[config.mk]
export PLATFORM = sky130hd
export DESIGN_NAME = lemming_dig_arbiter_flat
export DESIGN_NICKNAME = d
export VERILOG_FILES = /design/src/rtl/lemming_dig_arbiter_if.sv /design/src/rtl/lemming_dig_arbiter.sv /design/src/flat_wrapper.sv
export SDC_FILE = /design/constraint.sdc
export NUM_CORES = 1
export LEC_CHECK = 0
export CAP_MARGIN = 10
export CORE_ASPECT_RATIO = 1.25
export CORE_MARGIN = 4
export CORE_UTILIZATION = 49
export DETAILED_ROUTE_END_ITERATION = 16
export GPL_TIMING_DRIVEN = 0
export HOLD_SLACK_MARGIN = 0.06
export PLACE_DENSITY_LB_ADDON = 0.08
export SETUP_SLACK_MARGIN = 0.2
export SLEW_MARGIN = 10
export SYNTH_ARGS = -nofsm -noshare
export SYNTH_HDL_FRONTEND = slang
export SYNTH_SLANG_ARGS = --single-unit
[constraint.sdc]
create_clock -name clk -period 1.9 [get_ports clk]
set_input_delay 0.285 -clock clk [delete_from_list [all_inputs] [get_ports clk]]
set_output_delay 0.285 -clock clk [all_outputs]
set_load 0.005 [all_outputs]
[src/rtl/lemming_dig_arbiter_if.sv]
// Bundle of signals between the dig arbiter, the player-input decoder
// and the array of lemming FSMs.
//
// Handshake: the arbiter grants the tool by raising dig_out[i] for exactly
// one cycle. The grantee acknowledges by raising digging[i]. The arbiter
// keeps ownership while digging[i] stays high and drops it when digging[i]
// falls or the dig runs too long. dig_req is a level request with no
// ready/accept: it is sampled only while the arbiter is idle and is never
// queued.
interface lemming_dig_arbiter_if #(
   parameter int N = 4
) ();
   localparam int IW = $clog2(N);

   logic [N-1:0]  dig_req;
   logic [N-1:0]  walking;
   logic [N-1:0]  digging;
   logic [N-1:0]  dig_out;
   logic          busy;
   logic [IW-1:0] owner;
   logic          abort_pulse;
   logic          reclaim_pulse;
   logic [1:0]    dbg_state;

   // Player decoder / lemming array side.
   modport master (
      output dig_req, walking, digging,
      input  dig_out, busy, owner, abort_pulse, reclaim_pulse, dbg_state
   );

   // Arbiter side.
   modport slave (
      input  dig_req, walking, digging,
      output dig_out, busy, owner, abort_pulse, reclaim_pulse, dbg_state
   );
endinterface

[src/rtl/lemming_dig_arbiter.sv]
// Round-robin arbiter for the single shared dig tool. One lemming owns the
// tool at a time. Ownership is granted with a one-cycle dig pulse, kept while
// the owner reports digging, and reclaimed when digging stops, when the
// grantee never acknowledges, or when a dig overruns MAX_DIG cycles.
// All outputs are registered. The FSM state is exported on bus.dbg_state.
module lemming_dig_arbiter #(
   parameter int N           = 4,
   parameter int ACK_TIMEOUT = 2,
   parameter int MAX_DIG     = 16
) (
   input logic                 clk,
   input logic                 rst,
   lemming_dig_arbiter_if.slave bus
);
   localparam int IW   = $clog2(N);
   localparam int CMAX = (ACK_TIMEOUT > MAX_DIG) ? ACK_TIMEOUT : MAX_DIG;
   localparam int CW   = $clog2(CMAX) + 1;

   typedef enum logic [1:0] {
      IDLE    = 2'd0,
      GRANT   = 2'd1,
      DIG     = 2'd2,
      RELEASE = 2'd3
   } state_t;

   state_t        state_q, state_d;
   logic [IW-1:0] ptr_q, ptr_d;
   logic [CW-1:0] cnt_q, cnt_d;
   logic [IW-1:0] owner_q, owner_d;
   logic [N-1:0]  dig_out_q, dig_out_d;
   logic          busy_q, busy_d;
   logic          abort_q, abort_d;
   logic          reclaim_q, reclaim_d;

   logic [N-1:0]  eligible;
   logic          found;
   logic [IW-1:0] winner;
   logic [IW-1:0] idx;
   logic [IW-1:0] owner_next;

   assign eligible   = bus.dig_req & bus.walking;
   assign owner_next = (owner_q == IW'(N - 1)) ? '0 : owner_q + 1'b1;

   // Rotating priority search: first eligible index at or after ptr, wrapping.
   always_comb begin
      found  = 1'b0;
      winner = '0;
      idx    = '0;
      for (int i = 0; i < N; i++) begin
         idx = IW'((int'(ptr_q) + i) % N);
         if (!found && eligible[idx]) begin
            found  = 1'b1;
            winner = idx;
         end
      end
   end

   // Next-state and registered-output decode.
   always_comb begin
      state_d   = state_q;
      ptr_d     = ptr_q;
      cnt_d     = cnt_q;
      owner_d   = owner_q;
      dig_out_d = '0;
      abort_d   = 1'b0;
      reclaim_d = 1'b0;
      case (state_q)
         IDLE: begin
            if (found) begin
               state_d   = GRANT;
               owner_d   = winner;
               dig_out_d = N'(1) << winner;
               cnt_d     = '0;
            end
         end
         GRANT: begin
            if (bus.digging[owner_q]) begin
               state_d = DIG;
               cnt_d   = '0;
            end else if (cnt_q == CW'(ACK_TIMEOUT - 1)) begin
               state_d = IDLE;
               abort_d = 1'b1;
               ptr_d   = owner_next;
               cnt_d   = '0;
            end else begin
               cnt_d = cnt_q + 1'b1;
            end
         end
         DIG: begin
            // A fall on the same cycle as the limit is a normal release.
            if (!bus.digging[owner_q]) begin
               state_d = RELEASE;
               cnt_d   = '0;
            end else if (cnt_q == CW'(MAX_DIG - 1)) begin
               state_d   = RELEASE;
               reclaim_d = 1'b1;
               cnt_d     = '0;
            end else begin
               cnt_d = cnt_q + 1'b1;
            end
         end
         RELEASE: begin
            state_d = IDLE;
            ptr_d   = owner_next;
            cnt_d   = '0;
         end
         default: begin
            state_d = IDLE;
            cnt_d   = '0;
         end
      endcase
      busy_d = (state_d != IDLE);
   end

   // State and output registers; reset overrides every event.
   always_ff @(posedge clk) begin
      if (rst) begin
         state_q   <= IDLE;
         ptr_q     <= '0;
         cnt_q     <= '0;
         owner_q   <= '0;
         dig_out_q <= '0;
         busy_q    <= 1'b0;
         abort_q   <= 1'b0;
         reclaim_q <= 1'b0;
      end else begin
         state_q   <= state_d;
         ptr_q     <= ptr_d;
         cnt_q     <= cnt_d;
         owner_q   <= owner_d;
         dig_out_q <= dig_out_d;
         busy_q    <= busy_d;
         abort_q   <= abort_d;
         reclaim_q <= reclaim_d;
      end
   end

   assign bus.dig_out       = dig_out_q;
   assign bus.busy          = busy_q;
   assign bus.owner         = owner_q;
   assign bus.abort_pulse   = abort_q;
   assign bus.reclaim_pulse = reclaim_q;
   assign bus.dbg_state     = state_q;
endmodule

[src/flat_wrapper.sv]
// flat-port wrapper written by rule: the top's interface ports become plain ports
module lemming_dig_arbiter_flat 
#(
   parameter int N           = 4,
   parameter int ACK_TIMEOUT = 2,
   parameter int MAX_DIG     = 16
)
  (clk, rst, bus_dig_req, bus_walking, bus_digging, bus_dig_out, bus_busy, bus_owner, bus_abort_pulse, bus_reclaim_pulse, bus_dbg_state);
  lemming_dig_arbiter_if #(.N(N)) bus_i ();
  input logic clk;
  input logic rst;
  input wire logic [$bits(bus_i.dig_req)-1:0] bus_dig_req;
  input wire logic [$bits(bus_i.walking)-1:0] bus_walking;
  input wire logic [$bits(bus_i.digging)-1:0] bus_digging;
  output wire logic [$bits(bus_i.dig_out)-1:0] bus_dig_out;
  output wire logic [$bits(bus_i.busy)-1:0] bus_busy;
  output wire logic [$bits(bus_i.owner)-1:0] bus_owner;
  output wire logic [$bits(bus_i.abort_pulse)-1:0] bus_abort_pulse;
  output wire logic [$bits(bus_i.reclaim_pulse)-1:0] bus_reclaim_pulse;
  output wire logic [$bits(bus_i.dbg_state)-1:0] bus_dbg_state;
  assign bus_i.dig_req = bus_dig_req;
  assign bus_i.walking = bus_walking;
  assign bus_i.digging = bus_digging;
  assign bus_dig_out = bus_i.dig_out;
  assign bus_busy = bus_i.busy;
  assign bus_owner = bus_i.owner;
  assign bus_abort_pulse = bus_i.abort_pulse;
  assign bus_reclaim_pulse = bus_i.reclaim_pulse;
  assign bus_dbg_state = bus_i.dbg_state;
  lemming_dig_arbiter #(.N(N), .ACK_TIMEOUT(ACK_TIMEOUT), .MAX_DIG(MAX_DIG)) u_core (.clk(clk), .rst(rst), .bus(bus_i));
endmodule
==> key figures <==
Timing
  – Hold_ws: just under 500 ps
  – Fin Setup TNS: 0 ps
  – Tmin final: approximately 1800 ps
  – Highest Clock Rate: roughly 0.57 GHz
  – Slew HR: 0.651
  – RSZ-0062 raised after global routing: yes
  – Max Clock Skew: 7.47 ps
  – Count of pins over their slew limit: 0
  – Fin crit share: 0.929
  – Slew @ Worst Pin: around 520 ps
  – Hold Violations, Final: 0
  – Final setup fails: 0

Global route
  – Vias in the first global route: approximately 990
  – First-pass GRT wire length: 4550 um
  – Initial antenna violation count: 0
  – Largest net degree at the start of global routing: 11
  – Grt ovf: 0
  – Total Routing Usage GR: 0.197

Cells and area
  – Util after Layout: 0.761
  – Syn-to-layout area delta: 41.8%
  – Layout Cells excl Fill: between 150 and 200
  – Commonest cells after routing, fill and taps aside: clkdlybuf4s50_1, dfxtp_1, inv_1
  – Share of layout cells above drive strength 1: 0.217
  – Number of fill cells: around 140
  – Multi-input combinational cell area: 762 sq um
  – N_diodes: 0
  – Register area: 370 sq um
  – Commonest non-fill, non-tap cell in the layout: clkdlybuf4s50_1
  – Nets: 182

Place
  – GP Congestion: 0.806
  – Port buffer count: 24
  – Inst Count DP: 177
  – Dpl hpwl: slightly below 2000 um

Synth
  – Synth Area in Adders: 0.114
  – Synth Register Bits: 18
  – Seq/Total Area, Yosys: 0.328
  – Yosys warns: 0
  – Async SR Flop Fraction: 0
  – Cell area after synthesis: between 1000 and 1500 sq um
  – Cell count after synthesis: between 100 and 150
  – Proportion of synthesized area in mux cells: 0.0387
  – Main synth FF type: dfxtp_1
  – Compound-Gate Fraction of Synth Area: 0.242
  – EDFF count, synth: 0
  – Syn Area/Cell: between 8 and 9 sq um
  – Synth Net Count: 147
  – Area share of xor/xnor cells in the synthesized design: 0
  – Main combinational cell family by area after synthesis: compound AO/OA/AOI/OAI gates
  – Simple-gate share of the synthesized area: 0.229
  – Synth cell types: 38

Clock tree
  – H-tree level count: 1
  – Clock Path Buffers: 2
  – CTS clk-pin slew, worst paths: approximately 120 ps
  – Clk_lat worst skew: between 300 and 400 ps
  – CTS Buf Count: 3
  – CTS root buf: clkbuf_4
  – Clock sink total: 18
  – CTS tree: built

Power
  – Clock group share of total power: 0.240
  – PD cells: approximately 670 nW/um^2
  – Switch Pwr: 0.000346 W
  – Leakage: 0.579 nW
  – Sw Ratio: 0.329
  – Peak supply drop: roughly 0.0005 V
  – Internal power: ~0.0007 W
  – Comb pwr share: 0.352
  – Total Power: between 0.001 and 0.0015 W
  – Sequential share of power: 0.407

Critical path
  – Slowest cell on the critical path: mux4_2
  – CP endpoint: u_core.cnt_q[3]
  – Worst r2r src: u_core.bus.owner[0]
  – Worst Path Max Fanout: 6
  – Worst Setup End Kind: register
  – Crit path launch: u_core.bus.owner[0]
  – Critical path buffers and inverters: 1
  – Worst EP arrival: around 2000 ps
  – CP Cell Sequence: mux4_2 > and3_4 > buf_6 > o2111ai_4 > a31oi_1
  – Critical path's largest stage delay: approximately 620 ps
  – Worst endpoint required time: about 2100 ps
  – Crit path kind: reg -> reg
  – R2r endpoint: u_core.cnt_q[3]
  – R2R Setup Slk: about 140 ps
  – Delay-heaviest family, CP: multiplexers
  – Stages on worst setup path: 5
  – FF-to-FF path depth: 5
  – Critical Path Start Type: register

Route
  – Avg WL per Cell: 14.9 um
  – Via count: approximately 1.1k
  – Routed wire length: 2790 um
  – First-pass DRT Iterations: 4
  – DR vias/cell: roughly 6
  – Residual DRC: 0
  – ANT nets after route: 0
  – Starting DRT DRC Count: 34

Die
  – Die ar.: just over 3000 sq um
  – FP Rows: 18
  – IO Pins: 25
  – Initial Utilization: 0.537
  – Core area: between 2000 and 2500 sq um
  – Chip width: approximately 50 um
  – DIE HEIGHT: a little over 60 um

Run
  – Max Cap Viol: 0

Outcome
  – Status: finished, final reports clean

Worst hold path
  – Hold WC Path Type: reg -> reg
==> cells in the mapped netlist, types with 3 or more instances <==
library cell	count	area (sq um)
nor2_1	8	30.0
a21oi_1	6	30.0
o211ai_1	4	30.0
a21o_1	5	37.5
nand3_1	5	25.0
o2111ai_1	6	52.6
and3_1	3	18.8
dfxtp_1	18	360
nand2_1	10	37.5
inv_1	12	45.0
ha_1	10	125
==> power groups by stage <==
stage	Clock [W]	Sequential (W)	Combinational, W
after floorplan	0	0.000437	0.000191
after global placement	0	0.000437	0.000312
after detailed placement	0	0.000439	0.000316
after CTS	0.000250	0.000429	0.000361
after global routing	0.000274	0.000432	0.000407
final	0.000253	0.000428	0.000370
==> registers in the layout, summed over array words and instances (netlist names) <==
name                      cells
u_core.bus.busy               1
u_core.ptr_q                  2
u_core.bus.abort_pulse        1
u_core.bus.reclaim_pulse      1
u_core.bus.dbg_state          2
u_core.bus.dig_out            4
u_core.cnt_q                  5
u_core.bus.owner              2
==> cell type report <==
cell class                      count  area share
Timing Repair Buffer               30       0.188
Tap cell                           30      0.0241
Inverter                           12      0.0289
Sequential cell                    18       0.238
Buffer                              2     0.00963
Clock buffer                        4      0.0233
Multi-Input combinational cell     91       0.489
==> worst register-to-register path, delay by kind of cell, from the launching register on <==
kind,cells,cell delay [ps]
muxes,1,620
DFF,1,370
AOI/OAI and AO/OA,2,280
and+or+nand+nor,1,240
buffers and inverters,1,130
==> per-stage QoR <==
stage | setup slack (ps) | area [sq um]
after detailed placement | -236 | 1390
final | 136 | 1560
after floorplan | 194 | 1110
after CTS | 158 | 1520
after global placement | -202 | 1390
after global routing | 94.3 | 1560
==> repair_timing <==
action / 4_1_cts / 5_1_grt
hold buffers: 0 / 0
setup buffers: 5 / 1
pin swaps: 11 / 11
setup endpoints to repair: 9 / 10
gates resized for setup: 15 / 7
==> kinds of logic (layout without fill, tap and decap cells) <==
| group | after synthesis | count (layout) |
|---|---|---|
| AOI/OAI and AO/OA | 35 | 35 |
| and+or+nand+nor | 43 | 43 |
| buffers and inverters | 14 | 48 |
| DFF | 18 | 18 |
| adders and majority gates | 10 | 10 |
| muxes | 3 | 3 |
==> routing by layer <==
metal  GRT usage  part of all wire
met5           0                 0
met2       0.368              0.54
met1       0.225              0.39
met4      0.0923             0.017
met3      0.0221             0.050
==> worst min-delay path by stage <==
| stage | slack, ps | start | end | cells after the start |
|---|---|---|---|---|
| 2_1_floorplan | 440 | rst | u_core.bus.dbg_state[1] | 2 |
| 3_3_place_gp | 480 | u_core.cnt_q[1] | u_core.cnt_q[1] | 2 |
| 3_5_place_dp | 480 | u_core.cnt_q[1] | u_core.cnt_q[1] | 2 |
| 4_1_cts | 490 | u_core.cnt_q[1] | u_core.cnt_q[1] | 2 |
| 5_1_grt | 510 | u_core.cnt_q[1] | u_core.cnt_q[1] | 2 |
| 6_report | 490 | u_core.cnt_q[1] | u_core.cnt_q[1] | 2 |
No activity file was read; power rests on OpenSTA's default activity.
